==> src/rtl/pool_seq_if.sv <==
// Handshake and address bundle between the layer controller, the pool sequencer and the pooling datapath.
// data_valid/in_pipe_en: the sequencer holds addresses in LOAD; an operand is consumed only in a cycle where data_valid=1 and abort=0.
interface pool_seq_if #(
  parameter int CHANNELS = 32,
  parameter int MAX_WIN  = 3
);
  localparam int EL_W = $clog2(MAX_WIN * MAX_WIN);
  localparam int CH_W = $clog2(CHANNELS);

  logic            start_pool;
  logic            pool_mode;
  logic [1:0]      win_dim;
  logic [CH_W:0]   num_ch;
  logic            data_valid;
  logic            abort;
  logic [EL_W-1:0] elem_addr;
  logic [CH_W-1:0] ch_addr;
  logic            addr_valid;
  logic            in_pipe_en;
  logic            out_pipe_en;
  logic            max_avg;
  logic [3:0]      win_elems;
  logic            busy;
  logic            done;
  logic            cfg_err;
  logic [2:0]      state_dbg;

  modport master (
    output start_pool, pool_mode, win_dim, num_ch, data_valid, abort,
    input  elem_addr, ch_addr, addr_valid, in_pipe_en, out_pipe_en,
    input  max_avg, win_elems, busy, done, cfg_err, state_dbg
  );

  modport slave (
    input  start_pool, pool_mode, win_dim, num_ch, data_valid, abort,
    output elem_addr, ch_addr, addr_valid, in_pipe_en, out_pipe_en,
    output max_avg, win_elems, busy, done, cfg_err, state_dbg
  );
endinterface

==> src/rtl/pool_seq_ctrl.sv <==
// Pooling sequencer: walks a KxK window per channel, waits for each operand, drains one
// pooled result per channel, and pulses done after the last channel.
module pool_seq_ctrl #(
  parameter int CHANNELS = 32,
  parameter int MAX_WIN  = 3
) (
  input  logic     clk,
  input  logic     nrst,
  pool_seq_if.slave bus
);
  localparam int EL_W = $clog2(MAX_WIN * MAX_WIN);
  localparam int CH_W = $clog2(CHANNELS);

  typedef enum logic [2:0] {
    S_IDLE  = 3'd0,
    S_ADDR  = 3'd1,
    S_LOAD  = 3'd2,
    S_DRAIN = 3'd3,
    S_DONE  = 3'd4
  } state_t;

  state_t          state_q, state_d;
  logic [EL_W-1:0] elem_q, elem_d;
  logic [CH_W-1:0] ch_q, ch_d;
  logic [EL_W-1:0] last_elem_q, last_elem_d;
  logic [CH_W-1:0] last_ch_q, last_ch_d;
  logic            max_avg_q, max_avg_d;
  logic [3:0]      win_elems_q, win_elems_d;
  logic            cfg_err_q, cfg_err_d;

  logic cfg_ok;
  logic job_active;

  assign cfg_ok = (int'(bus.win_dim) >= 2) && (int'(bus.win_dim) <= MAX_WIN) &&
                  (int'(bus.num_ch) >= 1) && (int'(bus.num_ch) <= CHANNELS);
  assign job_active = (state_q == S_ADDR) || (state_q == S_LOAD) || (state_q == S_DRAIN);

  always_comb begin
    state_d     = state_q;
    elem_d      = elem_q;
    ch_d        = ch_q;
    last_elem_d = last_elem_q;
    last_ch_d   = last_ch_q;
    max_avg_d   = max_avg_q;
    win_elems_d = win_elems_q;
    cfg_err_d   = 1'b0;

    case (state_q)
      S_IDLE: begin
        if (bus.start_pool) begin
          if (cfg_ok) begin
            max_avg_d   = bus.pool_mode;
            win_elems_d = 4'(int'(bus.win_dim) * int'(bus.win_dim));
            last_elem_d = EL_W'(int'(bus.win_dim) * int'(bus.win_dim) - 1);
            last_ch_d   = CH_W'(int'(bus.num_ch) - 1);
            elem_d      = '0;
            ch_d        = '0;
            state_d     = S_ADDR;
          end else begin
            cfg_err_d = 1'b1;
          end
        end
      end
      S_ADDR: state_d = S_LOAD;
      S_LOAD: begin
        if (bus.data_valid) begin
          if (elem_q == last_elem_q) begin
            elem_d  = '0;
            state_d = S_DRAIN;
          end else begin
            elem_d  = elem_q + EL_W'(1);
            state_d = S_ADDR;
          end
        end
      end
      S_DRAIN: begin
        if (ch_q == last_ch_q) begin
          state_d = S_DONE;
        end else begin
          ch_d    = ch_q + CH_W'(1);
          state_d = S_ADDR;
        end
      end
      S_DONE: begin
        ch_d    = '0;
        state_d = S_IDLE;
      end
      default: state_d = S_IDLE;
    endcase

    // Abort wins over any data_valid or drain progress in the same cycle.
    if (bus.abort && job_active) begin
      state_d = S_IDLE;
      elem_d  = '0;
      ch_d    = '0;
    end
  end

  always_ff @(posedge clk or negedge nrst) begin
    if (!nrst) begin
      state_q     <= S_IDLE;
      elem_q      <= '0;
      ch_q        <= '0;
      last_elem_q <= '0;
      last_ch_q   <= '0;
      max_avg_q   <= 1'b0;
      win_elems_q <= '0;
      cfg_err_q   <= 1'b0;
    end else begin
      state_q     <= state_d;
      elem_q      <= elem_d;
      ch_q        <= ch_d;
      last_elem_q <= last_elem_d;
      last_ch_q   <= last_ch_d;
      max_avg_q   <= max_avg_d;
      win_elems_q <= win_elems_d;
      cfg_err_q   <= cfg_err_d;
    end
  end

  assign bus.elem_addr   = elem_q;
  assign bus.ch_addr     = ch_q;
  assign bus.addr_valid  = (state_q == S_ADDR);
  assign bus.in_pipe_en  = (state_q == S_LOAD) && bus.data_valid && !bus.abort;
  assign bus.out_pipe_en = (state_q == S_DRAIN) && !bus.abort;
  assign bus.max_avg     = max_avg_q;
  assign bus.win_elems   = win_elems_q;
  assign bus.busy        = (state_q != S_IDLE);
  assign bus.done        = (state_q == S_DONE);
  assign bus.cfg_err     = cfg_err_q;
  assign bus.state_dbg   = state_q;
endmodule

==> src/flat_wrapper.sv <==
// flat-port wrapper written by rule: the top's interface ports become plain ports
module pool_seq_ctrl_flat 
#(
  parameter int CHANNELS = 32,
  parameter int MAX_WIN  = 3
)
  (clk, nrst, bus_start_pool, bus_pool_mode, bus_win_dim, bus_num_ch, bus_data_valid, bus_abort, bus_elem_addr, bus_ch_addr, bus_addr_valid, bus_in_pipe_en, bus_out_pipe_en, bus_max_avg, bus_win_elems, bus_busy, bus_done, bus_cfg_err, bus_state_dbg);
  pool_seq_if #(.CHANNELS(CHANNELS), .MAX_WIN(MAX_WIN)) bus_i ();
  input  logic clk;
  input  logic nrst;
  input wire logic [$bits(bus_i.start_pool)-1:0] bus_start_pool;
  input wire logic [$bits(bus_i.pool_mode)-1:0] bus_pool_mode;
  input wire logic [$bits(bus_i.win_dim)-1:0] bus_win_dim;
  input wire logic [$bits(bus_i.num_ch)-1:0] bus_num_ch;
  input wire logic [$bits(bus_i.data_valid)-1:0] bus_data_valid;
  input wire logic [$bits(bus_i.abort)-1:0] bus_abort;
  output wire logic [$bits(bus_i.elem_addr)-1:0] bus_elem_addr;
  output wire logic [$bits(bus_i.ch_addr)-1:0] bus_ch_addr;
  output wire logic [$bits(bus_i.addr_valid)-1:0] bus_addr_valid;
  output wire logic [$bits(bus_i.in_pipe_en)-1:0] bus_in_pipe_en;
  output wire logic [$bits(bus_i.out_pipe_en)-1:0] bus_out_pipe_en;
  output wire logic [$bits(bus_i.max_avg)-1:0] bus_max_avg;
  output wire logic [$bits(bus_i.win_elems)-1:0] bus_win_elems;
  output wire logic [$bits(bus_i.busy)-1:0] bus_busy;
  output wire logic [$bits(bus_i.done)-1:0] bus_done;
  output wire logic [$bits(bus_i.cfg_err)-1:0] bus_cfg_err;
  output wire logic [$bits(bus_i.state_dbg)-1:0] bus_state_dbg;
  assign bus_i.start_pool = bus_start_pool;
  assign bus_i.pool_mode = bus_pool_mode;
  assign bus_i.win_dim = bus_win_dim;
  assign bus_i.num_ch = bus_num_ch;
  assign bus_i.data_valid = bus_data_valid;
  assign bus_i.abort = bus_abort;
  assign bus_elem_addr = bus_i.elem_addr;
  assign bus_ch_addr = bus_i.ch_addr;
  assign bus_addr_valid = bus_i.addr_valid;
  assign bus_in_pipe_en = bus_i.in_pipe_en;
  assign bus_out_pipe_en = bus_i.out_pipe_en;
  assign bus_max_avg = bus_i.max_avg;
  assign bus_win_elems = bus_i.win_elems;
  assign bus_busy = bus_i.busy;
  assign bus_done = bus_i.done;
  assign bus_cfg_err = bus_i.cfg_err;
  assign bus_state_dbg = bus_i.state_dbg;
  pool_seq_ctrl #(.CHANNELS(CHANNELS), .MAX_WIN(MAX_WIN)) u_core (.clk(clk), .nrst(nrst), .bus(bus_i));
endmodule
==> config.mk <==
export PLATFORM = sky130hd
export DESIGN_NAME = pool_seq_ctrl_flat
export DESIGN_NICKNAME = d
export VERILOG_FILES = /design/src/rtl/pool_seq_if.sv /design/src/rtl/pool_seq_ctrl.sv /design/src/flat_wrapper.sv
export SDC_FILE = /design/constraint.sdc
export NUM_CORES = 1
export LEC_CHECK = 0
export CAP_MARGIN = 25
export CORE_MARGIN = 5
export CORE_UTILIZATION = 44
export CTS_CLUSTER_DIAMETER = 150
export DETAILED_ROUTE_END_ITERATION = 12
export GPL_TIMING_DRIVEN = 0
export PLACE_DENSITY = 0.74
export SETUP_SLACK_MARGIN = 0.4
export SLEW_MARGIN = 20
export SYNTH_ARGS = -nofsm -noshare
export SYNTH_HDL_FRONTEND = slang
export SYNTH_SLANG_ARGS = --single-unit
==> constraint.sdc <==
create_clock -name clk -period 1.5 [get_ports clk]
set_input_delay 0.375 -clock clk [delete_from_list [all_inputs] [get_ports clk]]
set_output_delay 0.375 -clock clk [all_outputs]
set_load 0.005 [all_outputs]
==> results.cfg <==
[floorplanning]
io_pins = 37
die-area_um2 = 4650
die_w_um = 68.2
rows = 21
dieHeight_um = 68.2
initial_utilization_pct = 45.0
core_area_um2 = 3310

[synth]
ys_types = 37
syn_area_per_cell_um2 = 9.74
ys_warn_count = 0
synthesis.area_um2 = 1490
synth_top_flop_cell = dfrtp_1
syn_inst = 153
synthArstFlopShare_pct = 100
synth_nets = 176
synth_seq_cells = 25
synth-edff-count = 0
seq_area_frac_synth_pct = 42.0

[placed_design]
detailed_place_hpwl_mm = 2.67
gp_congestion = 0.838
port_buffers = 35
dpl.cell_count = 235

[sta]
setup_ws_ns = -0.396
tightest_slew_ns = 0.537
fmax_mhz = 528
period_share_pct = 126
finalCriticalPeriod_ns = 1.90
fin_skew_ns = 0.00525
rsz0062_at_grt = true
finalHoldViolCount = 0
slew_headroom_pct = 64.1
slew_viol_final = 0
setup_viol = 30
whs_ns = 0.324

[final_layout]
final_common_cell = buf_4
final_layout_size_suffix_gt1_share_pct = 52.9
antenna_cells = 0
final_cell_mix = buf_4 (29), buf_6 (23), dfrtp_1 (22), buf_2 (16), nand2_1 (9)
final_nets = 264
area_delta_synth_final_pct = 72.7
nFillCells = 224
layout.cells.non_filler = 286

[routing]
viasPerCell = 5.21
first_iter_violations = 85
ant_nets = 0
first_pass_iters = 4
wirelength_mm = 4.43
route.detailed.drc = 0
routed-via-count = 1489
routedWlPerCell_um = 15.5

[global_route]
gr-total-overflow = 0
track_usage_pct = 20.0
grt_start_max_net_pins = 17
antenna_found_initial = 0
grt_pass1_wl_mm = 7.00
grt_pass1_vias = 1541

[power_and_ir_drop]
power.density_nw_per_um2 = 759
ir_drop_uv = 580
leakagePower_uw = 0.00124

[clock_network]
insertion_delay_ns = 0.32
tritoncts = yes
numCtsBuffers = 3
cts_buffer_depth = 2
cts.sinks = 25
htreeDepth = 1
clockRootBuffer = clkbuf_4
clkTransAtPathRegs_ns = 0.14

[run]
cap_violations = 0

[worst_setup_path]
path_max_fanout = 4
critPathRequiredTime_ns = 1.73
critical_path_class = in2reg
start_kind = input port
crit_arrival_ns = 2.12
cp-end-kind = flip-flop

[min_path]
hp-class = in2reg

[outcome]
status = finished with violations
violations = setup timing
==> logic make-up (layout without fill, tap and decap cells) <==
logic type | after synthesis | in the layout | share of synthesized area, %
AOI/OAI and AO/OA | 33 | 33 | 16.0
DFF | 25 | 25 | 42.0
buffers and inverters | 17 | 104 | 5.04
other | 1 | 1 | 0.252
muxes | 6 | 6 | 5.71
and+or+nand+nor | 52 | 52 | 17.6
xor gates and xnor gates | 10 | 10 | 5.88
adders and majority gates | 9 | 9 | 7.56
==> sequential cells by signal, indices dropped and copies added (netlist names) <==
signal and flops:
u_core.bus.cfg_err 1, u_core.bus.max_avg 1, u_core.last_ch_q 5, u_core.bus.state_dbg 3, u_core.bus.win_elems 3, u_core.bus.ch_addr 5, u_core.bus.elem_addr 4, u_core.last_elem_q 3
==> metrics by stage <==
stage	utilization, %	power (µW)	instance area (µm²)	worst slack [ns]	setup TNS (ns)
finish	77.7	1950	2570	-0.396	-8.97
global route	77.7	2050	2570	-0.440	-10.57
CTS	72.5	1830	2400	-0.402	-9.00
detailed placement	61.9	1410	2050	-1.35	-29.95
global placement	61.5	1380	2040	-1.30	-34.86
floorplan	-	1170	1630	-0.488	-8.70
==> report_power, final <==
| part | leakage, µW | switching (µW) | internal, µW |
|---|---|---|---|
| logic | 0.000896 | 350 | 441 |
| registers | 0.000324 | 75.7 | 770 |
| clock network | 0.0000150 | 212 | 104 |
==> path summary, 6_finish.rpt <==
path	depth (start not counted)	slack [ns]	startpoint	end
setup / recovery	8	-0.40	bus_num_ch[1]	u_core.bus.ch_addr[2]
hold / removal	3	0.32	bus_num_ch[0]	u_core.last_ch_q[0]
setup reg to reg	6	-0.27	u_core.bus.state_dbg[0]	u_core.bus.ch_addr[2]
hold reg to reg	2	0.53	u_core.last_ch_q[1]	u_core.last_ch_q[1]
max in group asynchronous	2	0.61	nrst	u_core.bus.state_dbg[2]
min in group asynchronous	1	0.38	nrst	u_core.bus.cfg_err
==> synth_stat cells (all sizes together) (2+ instances only) <==
library cell,n,area (µm²)
clkbuf,3,11.3
o211ai,2,15.0
dfrtp,25,626
o31ai,2,15.0
nand2b,5,31.3
nand2,14,52.6
nand3,10,55.1
a211oi,2,15.0
o21ai,14,70.1
nor3,9,45.0
mux2,5,75.1
o22ai,2,12.5
xnor2,8,70.1
a22o,3,26.3
ha,9,113
a21oi,2,13.8
xor2,2,17.5
buf,2,18.8
nor2,7,26.3
inv,12,45.0
or2,3,18.8
==> cell type report <==
cell class                 count  area, µm²  share of cell area, %
multi-input combinational    111        971                   37.7
timing repair buffer          83        744                   28.9
sequential                    25        629                   24.5
buffer                         5       73.8                   2.87
inverter                      12       71.3                   2.77
tap                           46       57.6                   2.24
clock buffer                   4       26.3                   1.02
==> worst max-delay path, cell delays in order <==
cell	delay, ns
buf_12	0.12
inv_16	0.04
ha_4	0.10
or4b_4	0.46
a221oi_4	0.42
a21oi_2	0.12
or2_4	0.27
a22o_1	0.21
==> layer usage <==
layer	share of wire, %	global-route usage, %
met1	43	26.0
met2	53	34.5
met3	3.6	3.12
met4	0.90	4.96
met5	0	0
==> timing repair <==
| item | in CTS | in global routing |
|---|---|---|
| buffers inserted | 37 | 10 |
| hold buffers | 0 | 0 |
| cloned | 0 | 0 |
| endpoints found under the setup margin | 46 | 47 |
| resized for setup | 141 | 29 |
| pin swaps | 13 | 9 |
(Power assumes the default switching activity.)
